==> config.mk <==
export PLATFORM = sky130hd
export DESIGN_NAME = pregfile_wb_arbiter
export DESIGN_NICKNAME = d
export VERILOG_FILES = /design/src/rtl/wb_pkg.sv /design/src/rtl/wb_rr_pick2.sv /design/src/rtl/pregfile_wb_arbiter.sv
export SDC_FILE = /design/constraint.sdc
export NUM_CORES = 1
export LEC_CHECK = 0
export ABC_AREA = 1
export BUFFER_PORTS_ARGS = -buffer_cell sky130_fd_sc_hd__buf_2
export CORE_UTILIZATION = 45
export DETAILED_ROUTE_END_ITERATION = 8
export PLACE_DENSITY = 0.74
export RECOVER_POWER = 100
export SYNTH_ARGS = -nofsm -noshare
export SYNTH_HDL_FRONTEND = slang
export SYNTH_SLANG_ARGS = --single-unit
==> constraint.sdc <==
create_clock -name clock -period 5.2 [get_ports clock]
set_input_delay 0.78 -clock clock [delete_from_list [all_inputs] [get_ports clock]]
set_output_delay 0.78 -clock clock [all_outputs]
set_load 0.05 [all_outputs]
==> src/rtl/wb_pkg.sv <==
// wb_pkg: shared widths and the per-source writeback buffer entry.
// Widths are the largest the arbiter supports; the arbiter's own width parameters
// default to these values and must not exceed them.
package wb_pkg;
  localparam int WB_PREG_W = 6;
  localparam int WB_DATA_W = 64;
  localparam int WB_ROB_W  = 6;
  typedef struct packed {
    logic                 vld;
    logic [WB_PREG_W-1:0] preg;
    logic [WB_DATA_W-1:0] data;
    logic [WB_ROB_W-1:0]  robidx;
  } wb_entry_t;
endpackage

==> src/rtl/wb_rr_pick2.sv <==
// wb_rr_pick2: combinational round-robin picker granting up to two requesters.
// Ports: i_vld   request vector
//        i_ptr   index where the scan starts (wraps modulo N)
//        o_gnt0  one-hot grant for the first valid requester found
//        o_gnt1  one-hot grant for the second valid requester found
//        o_idx0/o_idx1 encoded indices of the two grants (0 when absent)
//        o_any0/o_any1 the corresponding grant exists
module wb_rr_pick2 #(
  parameter int N  = 4,
  parameter int IW = $clog2(N)
) (
  input  logic [N-1:0]  i_vld,
  input  logic [IW-1:0] i_ptr,
  output logic [N-1:0]  o_gnt0,
  output logic [N-1:0]  o_gnt1,
  output logic [IW-1:0] o_idx0,
  output logic [IW-1:0] o_idx1,
  output logic          o_any0,
  output logic          o_any1
);
  function automatic logic [IW-1:0] wrap(input int v);
    return IW'(v % N);
  endfunction
  always_comb begin
    o_gnt0 = '0;
    o_gnt1 = '0;
    o_idx0 = '0;
    o_idx1 = '0;
    o_any0 = 1'b0;
    o_any1 = 1'b0;
    for (int k = 0; k < N; k++) begin
      if (i_vld[wrap(int'(i_ptr) + k)]) begin
        if (!o_any0) begin
          o_gnt0[wrap(int'(i_ptr) + k)] = 1'b1;
          o_idx0 = wrap(int'(i_ptr) + k);
          o_any0 = 1'b1;
        end else if (!o_any1) begin
          o_gnt1[wrap(int'(i_ptr) + k)] = 1'b1;
          o_idx1 = wrap(int'(i_ptr) + k);
          o_any1 = 1'b1;
        end
      end
    end
  end
endmodule

==> src/rtl/pregfile_wb_arbiter.sv <==
// pregfile_wb_arbiter: buffers one result per execution source and grants up to
// two per cycle round-robin onto the register-file write ports and ROB completion ports.
// Ports: clock, reset (sync, active-high), flush (drops all buffered results)
//        src_valid/src_ready/src_preg/src_data/src_robidx  per-source result inputs
//        wren*/waddr*/wdata*       register-file write ports 0 and 1
//        cmpl*_valid/cmpl*_robidx  ROB completion ports 0 and 1
module pregfile_wb_arbiter
  import wb_pkg::*;
#(
  parameter int NUM_SRC = 4,
  parameter int PREG_W  = WB_PREG_W,
  parameter int DATA_W  = WB_DATA_W,
  parameter int ROB_W   = WB_ROB_W
) (
  input  logic                      clock,
  input  logic                      reset,
  input  logic                      flush,
  input  logic [NUM_SRC-1:0]        src_valid,
  output logic [NUM_SRC-1:0]        src_ready,
  input  logic [NUM_SRC*PREG_W-1:0] src_preg,
  input  logic [NUM_SRC*DATA_W-1:0] src_data,
  input  logic [NUM_SRC*ROB_W-1:0]  src_robidx,
  output logic                      wren0,
  output logic                      wren1,
  output logic [PREG_W-1:0]         waddr0,
  output logic [PREG_W-1:0]         waddr1,
  output logic [DATA_W-1:0]         wdata0,
  output logic [DATA_W-1:0]         wdata1,
  output logic                      cmpl0_valid,
  output logic                      cmpl1_valid,
  output logic [ROB_W-1:0]          cmpl0_robidx,
  output logic [ROB_W-1:0]          cmpl1_robidx
);
  localparam int IW = $clog2(NUM_SRC);
  wb_entry_t          r_buf [NUM_SRC];
  logic [IW-1:0]      r_rr_ptr;
  logic [NUM_SRC-1:0] w_vld;
  logic [NUM_SRC-1:0] w_gnt0;
  logic [NUM_SRC-1:0] w_gnt1;
  logic [IW-1:0]      w_idx0;
  logic [IW-1:0]      w_idx1;
  logic               w_any0;
  logic               w_any1;
  logic               w_c0;
  logic               w_c1;
  logic [IW-1:0]      w_last;
  logic [IW-1:0]      w_next;
  wb_entry_t          w_e0;
  wb_entry_t          w_e1;
  always_comb begin
    w_vld = '0;
    for (int i = 0; i < NUM_SRC; i++) w_vld[i] = r_buf[i].vld;
  end
  wb_rr_pick2 #(.N(NUM_SRC), .IW(IW)) u_pick (
    .i_vld  (w_vld),
    .i_ptr  (r_rr_ptr),
    .o_gnt0 (w_gnt0),
    .o_gnt1 (w_gnt1),
    .o_idx0 (w_idx0),
    .o_idx1 (w_idx1),
    .o_any0 (w_any0),
    .o_any1 (w_any1)
  );
  assign w_e0 = r_buf[w_idx0];
  assign w_e1 = r_buf[w_idx1];
  assign w_c0 = w_any0 && !flush;
  assign w_c1 = w_any1 && !flush;
  // A drained entry can take a new result in the same cycle, giving full-rate pass-through.
  assign src_ready = (reset || flush) ? '0 : (~w_vld | w_gnt0 | w_gnt1);
  assign w_last = w_any1 ? w_idx1 : w_idx0;
  assign w_next = (w_last == IW'(NUM_SRC - 1)) ? '0 : w_last + 1'b1;
  // preg 0 is x0: it still completes to the ROB but never writes the register file.
  assign cmpl0_valid  = w_c0;
  assign cmpl1_valid  = w_c1;
  assign wren0        = w_c0 && (w_e0.preg != '0);
  assign wren1        = w_c1 && (w_e1.preg != '0);
  assign waddr0       = w_c0 ? w_e0.preg[PREG_W-1:0]  : '0;
  assign waddr1       = w_c1 ? w_e1.preg[PREG_W-1:0]  : '0;
  assign wdata0       = w_c0 ? w_e0.data[DATA_W-1:0]  : '0;
  assign wdata1       = w_c1 ? w_e1.data[DATA_W-1:0]  : '0;
  assign cmpl0_robidx = w_c0 ? w_e0.robidx[ROB_W-1:0] : '0;
  assign cmpl1_robidx = w_c1 ? w_e1.robidx[ROB_W-1:0] : '0;
  always_ff @(posedge clock) begin
    if (reset) begin
      for (int i = 0; i < NUM_SRC; i++) r_buf[i].vld <= 1'b0;
      r_rr_ptr <= '0;
    end else begin
      for (int i = 0; i < NUM_SRC; i++) begin
        if (flush) r_buf[i].vld <= 1'b0;
        else if (src_valid[i] && src_ready[i]) begin
          r_buf[i].vld    <= 1'b1;
          r_buf[i].preg   <= WB_PREG_W'(src_preg[i*PREG_W +: PREG_W]);
          r_buf[i].data   <= WB_DATA_W'(src_data[i*DATA_W +: DATA_W]);
          r_buf[i].robidx <= WB_ROB_W'(src_robidx[i*ROB_W +: ROB_W]);
        end else if (w_gnt0[i] || w_gnt1[i]) r_buf[i].vld <= 1'b0;
      end
      if (!flush && w_any0) r_rr_ptr <= w_next;
    end
  end
endmodule

Word level (Yosys, flattened, before mapping)
Memory sizes are Yosys's and may differ from the RTL's.
Cells that the tools add are included.
{ "classes": {"addsub": 4, "multipliers": 0, "div_mod_pow": 0, "magnitude_cmp": 8, "eq_ne": 1, "shift": 0, "n_mux": 118, "bitwise_logic": 20, "reduce_logical": 20} }
{ "ops": {"columns": ["operator", "count"], "rows": [
  ["2-to-1 mux 64 bit", 2],
  ["2-to-1 mux 1 bit", 71],
  ["2-to-1 mux 4 bit", 16],
  ["2-to-1 mux 2 bit", 17],
  ["OR 4 bit", 7],
  ["2-to-1 mux 6 bit", 4],
  ["logical AND 1 bit", 12],
  ["< comparator 2 x 3 -> 1 bit, second input constant", 4],
  ["OR 1 bit", 12],
  ["nonzero test 6 bit", 2],
  ["binary-select mux 1 bit (select 2 bit)", 4],
  ["demux 1 bit (select 2 bit)", 4],
  ["greater-or-equal comparator 2 x 1 -> 1 bit, second input constant", 4],
  ["logical OR 1 bit", 5],
  ["adder 2 x 1 -> 2 bit, second input constant", 2],
  ["adder 2 bit, second input constant", 2],
  ["inverter 4 bit", 1],
  ["== test 2 bit, second input constant", 1],
  ["logical NOT 1 bit", 1]
]} }
{ "totals": {"reg_bits": 2, "latch_bits": 0, "ramBits": 308, "rom_bits": 0, "wordCells": 173, "n_memories": 1} }
{ "memory_table": {"columns": ["memory", "depth", "word_bits", "read_ports", "rd_clocked_by_memory_dff", "wr", "line", "text"], "rows": [
  ["r_buf", 4, 77, 6, 0, 4, "pregfile_wb_arbiter.sv:35", "wb_entry_t r_buf [NUM_SRC];"]
]} }

Logic depth before layout (Yosys ltp)
Gate-level depths: netlist of run 1.
{ "logic_depth": {"word_depth": 24, "ltp_mapped": 21, "mapped_depth_nobuf": 19} }

Modules after synthesis
A second synthesis of run 1 with hierarchy kept.
{ "unflattened": {"hier_cells": 1552, "area_unflattened_um2": 15556.2} }
{ "modules_own_cells": {"columns": ["module", "instances", "cells_each", "area_each_um2"], "rows": [
  ["pregfile_wb_arbiter", 1, 1420, 14826.7],
  ["wb_rr_pick2", 1, 132, 729.4]
]} }

Worst setup path after synthesis of run 1
No wires, ideal clock.
{ "synth_path": {"kind": "reg-to-reg", "from": "reg r_rr_ptr[0]", "to": "mem r_buf[3][0] (netlist bit) (enable)", "setup_ns": 0.511, "t_arrival_ns": 5.132, "path_slack_ns": -0.443, "path_stages_with_launch": 14, "period_less_slack_ns": 5.643, "path_cell_list": "dfxtp_1 > buf_6 > inv_4 > ha_1 > inv_2 > nand2_1 > nand2_2 > nor2_2 > o21ai_1 > nor2_1 > nand2_1 > o2111ai_1 > o21ai_0 > nor2_1"} }
{ "synth_rtl": {"columns": ["item", "line", "text"], "rows": [
  ["start, declared", "pregfile_wb_arbiter.sv:36", "logic [IW-1:0] r_rr_ptr;"],
  ["start signal, assigned", "pregfile_wb_arbiter.sv:97", "if (!flush && w_any0) r_rr_ptr <= w_next;"],
  ["end, declared", "pregfile_wb_arbiter.sv:35", null]
]} }

Worst setup path in the final report of run 1
{ "layout_path": {"from": "reg r_rr_ptr[0]", "to": "out wdata1[19]"} }
{ "layout_between": {"elab_chain_len": 13, "elab_cells_between_ends": 31} }
{ "layout_rtl": {"columns": ["item", "line", "text"], "rows": [
  ["branches (longest 12 deep; another with memory read (4 x 77 bit))", null, null],
  ["2-to-1 mux 64 bit (*)", "pregfile_wb_arbiter.sv:80", "assign wdata1 = w_c1 ? w_e1.data[DATA_W-1:0] : '0;"],
  ["end, declared", "pregfile_wb_arbiter.sv:28", "output logic [DATA_W-1:0] wdata1,"]
]} }
Every way passes the cells marked *. The select of a mux whose other input is x is not followed.

==> results.sh, run 1 <==
export IMPL_initial_core_util_pct=45.6
export IMPL_crit_required_ns=4.42
export IMPL_rr_startpoint="r_rr_ptr[0]$_SDFFE_PP0P_"
export IMPL_synth_compound_area_share_pct=19.5
export IMPL_synth_fa_ha_area_share_pct=0.478
export IMPL_syn_cell_area_mm2=0.0157
export IMPL_vias=13682
export IMPL_timing_final_crit_share_pct=95.4
export IMPL_endpoint_kind="output port"
export IMPL_clock_skew_ns=0.0191
export IMPL_critical_path_startpoint_type="flop"
export IMPL_drt_vias_per_instance=5.61
export IMPL_slew_viol_final=111
export IMPL_antenna_left=0
export IMPL_num_nets_final=2261
export IMPL_worst_skew_pair_late_latency_ns=0.55
export IMPL_yosys_warnings=0
export IMPL_period_needed_ns=4.96
export IMPL_met2_length_um=25800
export IMPL_dr_max_layer_used="met5"
export IMPL_drc=0
export IMPL_synthSimpleGateAreaFrac_pct=12.8
export IMPL_die_area_mm2=0.0357
export IMPL_hpwl_um=35200
export IMPL_hp_start="src_data[32]"
export IMPL_initialDrtViolationCount=866
export IMPL_synth_top_cell_area_share_pct=58.9
export IMPL_ctsRootBufferMaster="clkbuf_16"
export IMPL_place_port_buffers=470
export IMPL_track_usage_pct=28.5
export IMPL_cp_slowest_stage_delay_ns=0.48
export IMPL_whs_endpoint="r_buf[0][38]$_DFFE_PP_"
export IMPL_report_final_hold_viol_count=0
export IMPL_outcome="finished, violations left"
export IMPL_maxCapViolCount=3
export IMPL_synth_top_family_by_area="compound AO/OA/AOI/OAI gates"
export IMPL_grt_antenna_before_repair=18
export IMPL_post_synth_cell_area_avg_um2=10.3
export IMPL_fmax_mhz=202
export IMPL_drive_above_1_share_pct=33.1
export IMPL_grt_pass1_vias=13350
export IMPL_wirelength_um=52700
export IMPL_ys_types=32
export IMPL_cts_buffers=37
export IMPL_tns_ns=0
export IMPL_cp_num_buf_inv=5
export IMPL_io_pins=471
export IMPL_rsz0062_at_grt="false"
export IMPL_htree_num_levels=2
export IMPL_cp_arrival_ns=4.18
export IMPL_ys_ff_latch=310
export IMPL_die_y_um=189
export IMPL_drt_pass1_iterations=5
export IMPL_row_count=68
export IMPL_ff2ff_setup_slack_ns=0.45
export IMPL_wl_met1_um=19400
export IMPL_synthCells=1524
export IMPL_area_delta_synth_final_pct=25.1
export IMPL_synth_area_leaders="edfxtp_1 (59%), a21oi_1 (9.3%), nor3_2 (6.4%)"
export IMPL_cts_tree="yes"
export IMPL_worstHoldPathCells=1
export IMPL_cts_repair_resize_count=0
export IMPL_grt_start_max_net_pins=154
export IMPL_slowest_stage="ha_1"
export IMPL_r2r_end="r_buf[1][25]$_DFFE_PP_"
export IMPL_fill_cells=3019
export IMPL_path_cells="buf_4 > inv_4 > ha_1 > nand3_1 > nand2_2 > nand3_2 > a21oi_4 > nand2_4 > o21ai_4 > inv_2 > buf_6 > o21ai_0 > a21oi_1 > nor3_1 > dlymetal6s2s_1"
export IMPL_synth_area_leader_cell="edfxtp_1"
export IMPL_synth_mux_area_share_pct=0
export IMPL_seqCellArea_mm2=0.00929
export IMPL_rr_worst_depth=16
export IMPL_cts_num_sinks=310
export IMPL_clockBufferDepth=3
export IMPL_cts_setup_buffers=0
export IMPL_synth_top_flop_cell="edfxtp_1"
export IMPL_postCtsHoldBufs=0
export IMPL_core_region_area_mm2=0.0345
export IMPL_violations="max-capacitance violations, max-slew violations"
export IMPL_cp_max_fo=51
export IMPL_critPathKind="flop to output port"
export IMPL_place_gp_congestion=0.878
export IMPL_relSlewSlack_pct=-34.9
export IMPL_critical_path_top_delay_family="buffers and inverters"
export IMPL_clk_pin_slew_ns=0.06
export IMPL_multi_input_area_mm2=0.00518
export IMPL_synth_edf_count=308
export IMPL_grt_overflow=0
export IMPL_finalSetupViolations=0
export IMPL_cp_depth=15
export IMPL_die_w_um=189
export IMPL_syn_num_nets=1841
export IMPL_grt_pass1_wl_um=76400
export IMPL_hold_path_class="primary input to flop"
export IMPL_synth_seq_area_share_pct=59.1
export IMPL_tightest_slew_ns=2.02
export IMPL_ys_async_sr_fraction_pct=0
export IMPL_yosys_area_share_xor_xnor_pct=0.0557
export IMPL_wl_per_cell_um=21.6
export IMPL_wl_met3_um=4760
cells in the mapped netlist, types with 2 or more instances:
cell and count:
nor2_1 18, nor2_2 2, nand3_2 6, nand3_1 43, nor3_2 100, a21oi_1 292
o21ai_2 4, inv_4 3, nand2_1 88, inv_2 10, nor3_1 40, ha_1 6
o211ai_1 3, o21ai_1 104, nand2_2 6, clkbuf_1 42, buf_4 7, nand2_4 5
o21ai_0 186, o2111ai_1 4, edfxtp_1 308, buf_2 60, dfxtp_1 2, buf_6 5
inv_1 173
cell type report:
cell class,instances,share of cell area [%]
flip-flops and latches,310,47.3
multi-input cells,914,26.4
repair buffers,495,13.7
clock buffers,39,4.75
inverters,186,3.64
well taps,455,2.90
clock inverters,26,1.19
diodes,13,0.166
per-stage QoR:
stage	cells	worst slack (ns)	hold slack [ns]	util [%]	instance area (um^2)
after floorplan	1524	0.417	0.577	-	15700
after global placement	2359	0.749	0.612	53.8	18500
after detailed placement	2359	0.605	0.623	53.8	18500
after CTS	2424	0.00968	0.376	57.1	19700
after global routing	2430	0.0203	0.386	57.0	19600
final	2438	0.239	0.402	57.0	19700
cells in the final DEF (no fill, tap or decap), types with 37 or more instances in the layout:
cell type / instances
a21oi_1: 292
buf_2: 302
clkbuf_1: 39
clkbuf_16: 37
clkbuf_2: 126
edfxtp_1: 308
inv_1: 173
nand2_1: 88
nand3_1: 43
nor3_1: 40
nor3_2: 100
o21ai_0: 187
o21ai_1: 102
flip-flops by register name, summed over array words and instances, names as in the netlist:
signal	cells
r_rr_ptr	2
r_buf	308
kinds of logic after synthesis:
family / count (synthesis)
compound gates: 597
xor+xnor: 1
fa+ha+maj: 6
buf+inv: 300
flops: 310
simple gates: 310
metal layers:
layer | track usage [%] | up-vias
met2 | 48.6 | 834
met4 | 15.4 | 8
li1 | - | 6311
met1 | 33.2 | 6369
met5 | 0 | -
met3 | 6.49 | 160
worst max path at each step:
| stage | start | slack [ns] | endpoint |
|---|---|---|---|
| finish | r_rr_ptr[0]$_SDFFE_PP0P_ | 0.24 | wdata1[19] |
| global route | r_rr_ptr[0]$_SDFFE_PP0P_ | 0.02 | cmpl1_robidx[4] |
| CTS | r_rr_ptr[0]$_SDFFE_PP0P_ | 0.01 | wdata0[21] |
| detailed placement | r_rr_ptr[0]$_SDFFE_PP0P_ | 0.60 | wdata0[21] |
| global placement | r_rr_ptr[0]$_SDFFE_PP0P_ | 0.75 | wdata0[53] |
| floorplan | r_rr_ptr[0]$_SDFFE_PP0P_ | 0.42 | r_buf[0][0]$_DFFE_PP_ |
Power of run 1 is left out: the tool's default activity adds up to more than one toggle a clock period on the data nets, which glitch-free logic cannot reach.
==> inputs of run 2 (changes only) <==
==> constraint.sdc (replaced) <==
create_clock -name clock -period 4.25 [get_ports clock]
set_input_delay 0.6375 -clock clock [delete_from_list [all_inputs] [get_ports clock]]
set_output_delay 0.6375 -clock clock [all_outputs]
set_load 0.05 [all_outputs]
==> run 2 against run 1 <==
  * The flow now finishes without violations
  * Clock-buffer cell count is 2 higher
  * Cell area is 2.6% higher
  * Register-to-register slack better by 0.18 ns
  * Clock skew is 0.0040 ns higher
  * Utilization is 1.5 points higher
  * Largest cell class unchanged
==> results.sh, run 2 (synthesis gave the netlist of run 1 again) <==
export IMPL_drt_vias_per_instance=5.70
export IMPL_critical_path_top_delay_family="simple AND/OR/NAND/NOR gates"
export IMPL_largest_register_ffs=308
export IMPL_cts_tree="yes"
export IMPL_clock_skew_ns=0.0231
export IMPL_gr_max_usage_layer="met2"
export IMPL_grt_pass1_wl_um=79100
export IMPL_tightest_slew_ns=1.28
export IMPL_clk_pin_slew_ns=0.06
export IMPL_met2_usage_pct=48.9
export IMPL_critPathKind="flop to output port"
export IMPL_cts_num_sinks=310
export IMPL_row_count=68
export IMPL_cp_slowest_stage_delay_ns=0.57
export IMPL_antenna_left=0
export IMPL_endpoint_kind="output port"
export IMPL_holdWs_ns=0.286
export IMPL_timing_final_crit_share_pct=97.0
export IMPL_maxCapViolCount=0
export IMPL_rsz0062_at_grt="false"
export IMPL_crit_required_ns=3.61
export IMPL_num_nets_final=2294
export IMPL_final_common_cell="buf_2"
export IMPL_slowest_stage="nor3_1"
export IMPL_path_cells="inv_2 > ha_4 > nand3_2 > nand2_2 > nand2_2 > inv_2 > o22ai_1 > nand2_1 > o21ai_4 > buf_4 > clkbuf_4 > o21ai_0 > a21oi_1 > nor3_1 > buf_12"
export IMPL_clockBufferDepth=3
export IMPL_vias=14068
export IMPL_cp_max_fo=29
export IMPL_regMostFlops="r_buf"
export IMPL_die_w_um=189
export IMPL_initial_core_util_pct=45.6
export IMPL_wl_per_cell_um=22.1
export IMPL_track_usage_pct=29.4
export IMPL_hold_path_class="primary input to flop"
export IMPL_grt_overflow=0
export IMPL_place_gp_congestion=0.883
export IMPL_fmax_mhz=243
export IMPL_core_region_area_mm2=0.0345
export IMPL_period_needed_ns=4.12
export IMPL_fill_cells=2897
export IMPL_hpwl_um=35600
export IMPL_place_port_buffers=470
export IMPL_critical_path_startpoint_type="flop"
export IMPL_ctsRootBufferMaster="clkbuf_16"
export IMPL_htree_num_levels=2
export IMPL_drt_pass1_iterations=6
export IMPL_grt_use_met1_pct=36.3
export IMPL_finalSetupViolations=0
export IMPL_grt_start_max_net_pins=78
export IMPL_seqCellArea_mm2=0.00929
export IMPL_report_final_hold_viol_count=0
export IMPL_grt_antenna_before_repair=18
export IMPL_initialDrtViolationCount=1335
export IMPL_use_met3_pct=6.99
export IMPL_worst_skew_pair_late_latency_ns=0.52
export IMPL_slew_viol_final=0
export IMPL_drive_above_1_share_pct=34.9
export IMPL_multi_input_area_mm2=0.00524
export IMPL_area_delta_synth_final_pct=28.4
export IMPL_cts_buffers=35
export IMPL_cp_num_buf_inv=5
export IMPL_die_area_mm2=0.0357
export IMPL_largestRegisters="r_buf x308, r_rr_ptr x2"
export IMPL_cp_arrival_ns=3.48
export IMPL_relSlewSlack_pct=14.9
export IMPL_grt_pass1_vias=13537
export IMPL_wirelength_um=54600
export IMPL_mostFrequentLayoutCells="buf_2 (340), edfxtp_1 (308), a21oi_1 (292)"
export IMPL_drc=0
export IMPL_io_pins=471
export IMPL_die_y_um=189
export IMPL_outcome="complete, no violations"
## run 2: worst paths after layout
path | from | endpoint | slack [ns] | cells after the start
worst max register to register | r_rr_ptr[1]$_SDFFE_PP0P_ | r_buf[1][50]$_DFFE_PP_ | 0.63 | 15
worst min register to register | r_rr_ptr[1]$_SDFFE_PP0P_ | r_rr_ptr[1]$_SDFFE_PP0P_ | 0.63 | 2
worst max-delay path | r_rr_ptr[1]$_SDFFE_PP0P_ | wdata1[19] | 0.13 | 15
worst min-delay path | src_data[145] | r_buf[2][23]$_DFFE_PP_ | 0.29 | 1
## run 2: through the flow
stage / TNS, ns / setup WS, ns / util, % / area [um^2] / std cells
after floorplan: 0 / 0.0363 / - / 15700 / 1524
after global placement: 0 / 0.0982 / 54.3 / 18700 / 2372
after detailed placement: -0.00655 / -0.00655 / 54.3 / 18700 / 2372
after CTS: 0 / 0.00625 / 58.2 / 20100 / 2439
after global routing: 0 / 0.00666 / 58.5 / 20100 / 2459
final: 0 / 0.128 / 58.5 / 20200 / 2467
## run 2: per-layer routing
metal	wire, um	up-vias
li1	-	6370
met1	19900	6507
met2	26000	979
met3	5700	194
met4	2860	18
met5	117	-
## run 2: repair_timing
item                                    4_1_cts  5_1_grt
gates cloned                                  6        2
endpoints found under the setup margin      152      115
hold buffers                                  0        0
pin swaps                                     2        6
setup buffers                                 1       14
gates resized for setup                      38       22
## run 2: final cells by class
cell class	instances	area share, %
Inverter	186	3.64
Multi-Input combinational cell	916	26.0
Antenna cell	12	0.149
Timing Repair Buffer	528	16.3
Clock buffer	41	4.45
Tap cell	455	2.82
Sequential cell	310	46.1
Clock inverter	19	0.608
Power of run 2 is left out for the same reason.
==> inputs of run 3 (changes only) <==
--- a/config.mk
+++ b/config.mk
@@ -11,6 +11,7 @@
 export DETAILED_ROUTE_END_ITERATION = 8
 export PLACE_DENSITY = 0.74
 export RECOVER_POWER = 100
+export REMOVE_ABC_BUFFERS = 1
 export SYNTH_ARGS = -nofsm -noshare
 export SYNTH_HDL_FRONTEND = slang
 export SYNTH_SLANG_ARGS = --single-unit
==> run 3 against run 2 <==
  * Utilization increased by 0.14 points
  * Non-clock buffer count decreased by 10
  * Die area unchanged
  * First-iteration DRC count decreased by 19%
  * Global-route usage decreased by 0.52 points
  * Highest routed layer unchanged
  * Critical path type unchanged
  * Critical endpoint is now wdata1[34]
  * Hold slack got worse by 0.025 ns
==> results.sh, run 3 (synthesis gave the netlist of run 1 again) <==
export IMPL_outcome="complete, no violations"
export IMPL_cp_arrival_ns=3.48
export IMPL_clock_skew_ns=0.0142
export IMPL_htree_num_levels=2
export IMPL_ctsRootBufferMaster="clkbuf_16"
export IMPL_wl_met3_um=4950
export IMPL_dr_max_layer_used="met5"
export IMPL_vias=14050
export IMPL_place_gp_congestion=0.948
export IMPL_cp_slowest_stage_delay_ns=0.39
export IMPL_worst_slack_ns=0.132
export IMPL_path_cells="inv_2 > ha_4 > nand3_2 > nand2_4 > nor2_2 > o21ai_0 > o21ai_2 > nor2_2 > inv_1 > buf_4 > nor3_1 > clkbuf_2"
export IMPL_hold_path_class="primary input to flop"
export IMPL_grt_start_max_net_pins=78
export IMPL_worst_skew_pair_late_latency_ns=0.55
export IMPL_clockBufferDepth=3
export IMPL_antenna_left=0
export IMPL_place_ws_ns=0.204
export IMPL_initialDrtViolationCount=1078
export IMPL_largest_register_ffs=308
export IMPL_endpoint_kind="output port"
export IMPL_instances_no_fill=2459
export IMPL_wl_met1_um=19900
export IMPL_cts_num_sinks=310
export IMPL_maxCapViolCount=0
export IMPL_clk_pin_slew_ns=0.06
export IMPL_drive_above_1_share_pct=34.8
export IMPL_met2_length_um=25300
export IMPL_finalSetupViolations=0
export IMPL_crit_required_ns=3.61
export IMPL_fmax_mhz=243
export IMPL_critical_path_top_delay_family="buffers and inverters"
export IMPL_period_needed_ns=4.12
export IMPL_area_delta_synth_final_pct=28.7
export IMPL_wl_per_cell_um=21.5
export IMPL_grt_pass1_wl_um=78100
export IMPL_regMostFlops="r_buf"
export IMPL_cts_tree="yes"
export IMPL_tightest_slew_ns=1.50
export IMPL_die_y_um=189
export IMPL_die_w_um=189
export IMPL_io_pins=471
export IMPL_placed_cells=2374
export IMPL_drt_pass1_iterations=5
export IMPL_crit_path_frequent_cell="nor2_2"
export IMPL_rsz0062_at_grt="false"
export IMPL_mostFrequentLayoutCells="buf_2 (315), edfxtp_1 (308), a21oi_1 (292)"
export IMPL_track_usage_pct=28.9
export IMPL_row_count=68
export IMPL_cp_num_buf_inv=4
export IMPL_relSlewSlack_pct=0.277
export IMPL_num_nets_final=2285
export IMPL_core_region_area_mm2=0.0345
export IMPL_critPathKind="flop to output port"
export IMPL_slew_viol_final=0
export IMPL_timing_final_crit_share_pct=96.9
export IMPL_hpwl_um=33500
export IMPL_drc=0
export IMPL_final_common_cell="buf_2"
export IMPL_grt_antenna_before_repair=12
export IMPL_wirelength_um=52900
export IMPL_critical_path_startpoint_type="flop"
export IMPL_cts_buffers=37
export IMPL_largestRegisters="r_buf x308, r_rr_ptr x2"
export IMPL_slowest_stage="dfxtp_2"
export IMPL_grt_pass1_vias=13586
export IMPL_cp_max_fo=31
export IMPL_die_area_mm2=0.0357
export IMPL_drt_vias_per_instance=5.71
export IMPL_initial_core_util_pct=45.6
export IMPL_report_final_hold_viol_count=0
export IMPL_place_port_buffers=470
export IMPL_grt_overflow=0
[run 3: cell types whose count changed in the layout (fill, tap and decap cells not counted), moves of 3 or more]
cell and delta:
clkinv_1 +3, nor3_2 -3, clkbuf_4 +9, buf_4 -11, buf_6 -7, bufinv_16 +3
bufbuf_16 -3, clkinvlp_4 -6, clkbuf_1 -8, clkbuf_2 +30, buf_12 +4, buf_2 -25
[run 3: worst reg2reg max path, cell delays in order (launching register included)]
cell and delay (ns):
dfxtp_2 0.39, inv_2 0.10, ha_4 0.34, inv_2 0.06
nand2_1 0.10, nand2_4 0.09, nor2_2 0.13, o21ai_0 0.17
nor2_1 0.26, nand2_1 0.09, o2111ai_1 0.11, inv_1 0.09
a21oi_1 0.22, nand2_1 0.15, clkinvlp_2 0.09, clkbuf_4 1.05
[run 3: worst paths after layout]
kind                                 start                       end  depth (start not counted)  slack (ns)
setup / recovery  r_rr_ptr[1]$_SDFFE_PP0P_                wdata1[34]                         12        0.13
hold / removal               src_data[140]    r_buf[2][18]$_DFFE_PP_                          1        0.26
setup reg to reg  r_rr_ptr[1]$_SDFFE_PP0P_    r_buf[2][62]$_DFFE_PP_                         15        0.34
hold reg to reg   r_rr_ptr[1]$_SDFFE_PP0P_  r_rr_ptr[1]$_SDFFE_PP0P_                          2        0.60
[run 3: cell type report]
| class | instances | area (um^2) |
|---|---|---|
| antenna | 10 | 25.0 |
| clock buffer | 42 | 966 |
| clock inverter | 23 | 225 |
| fill | 2874 | 14200 |
| inverter | 186 | 721 |
| multi-input combinational | 915 | 5240 |
| sequential | 310 | 9290 |
| tap | 455 | 569 |
| timing repair buffer | 518 | 3180 |
[run 3: per-layer routing]
layer / GRT usage, % / up-vias
met2: 46.6 / 880
met1: 36.4 / 6615
met3: 5.56 / 191
li1: - / 6360
met5: 0 / -
met4: 16.3 / 4
[run 3: through the flow]
| stage | area (um^2) | hold slack, ns | TNS [ns] | util [%] |
|---|---|---|---|---|
| floorplan | 15100 | 0.577 | -598.23 | - |
| global placement | 18800 | 0.620 | 0 | 54.6 |
| detailed placement | 18800 | 0.634 | 0 | 54.6 |
| CTS | 20300 | 0.232 | 0 | 58.8 |
| global route | 20200 | 0.241 | 0 | 58.7 |
| finish | 20200 | 0.261 | 0 | 58.7 |
[run 3: timing repair]
item                                    4_1_cts  5_1_grt
pin swaps                                     1        3
gates resized for setup                      34       26
cloned                                        3        1
hold buffers                                  0        0
endpoints found under the setup margin      150      129
buffers inserted                              2        4
endpoints found under the hold margin         0        0
Power of run 3 is left out for the same reason.
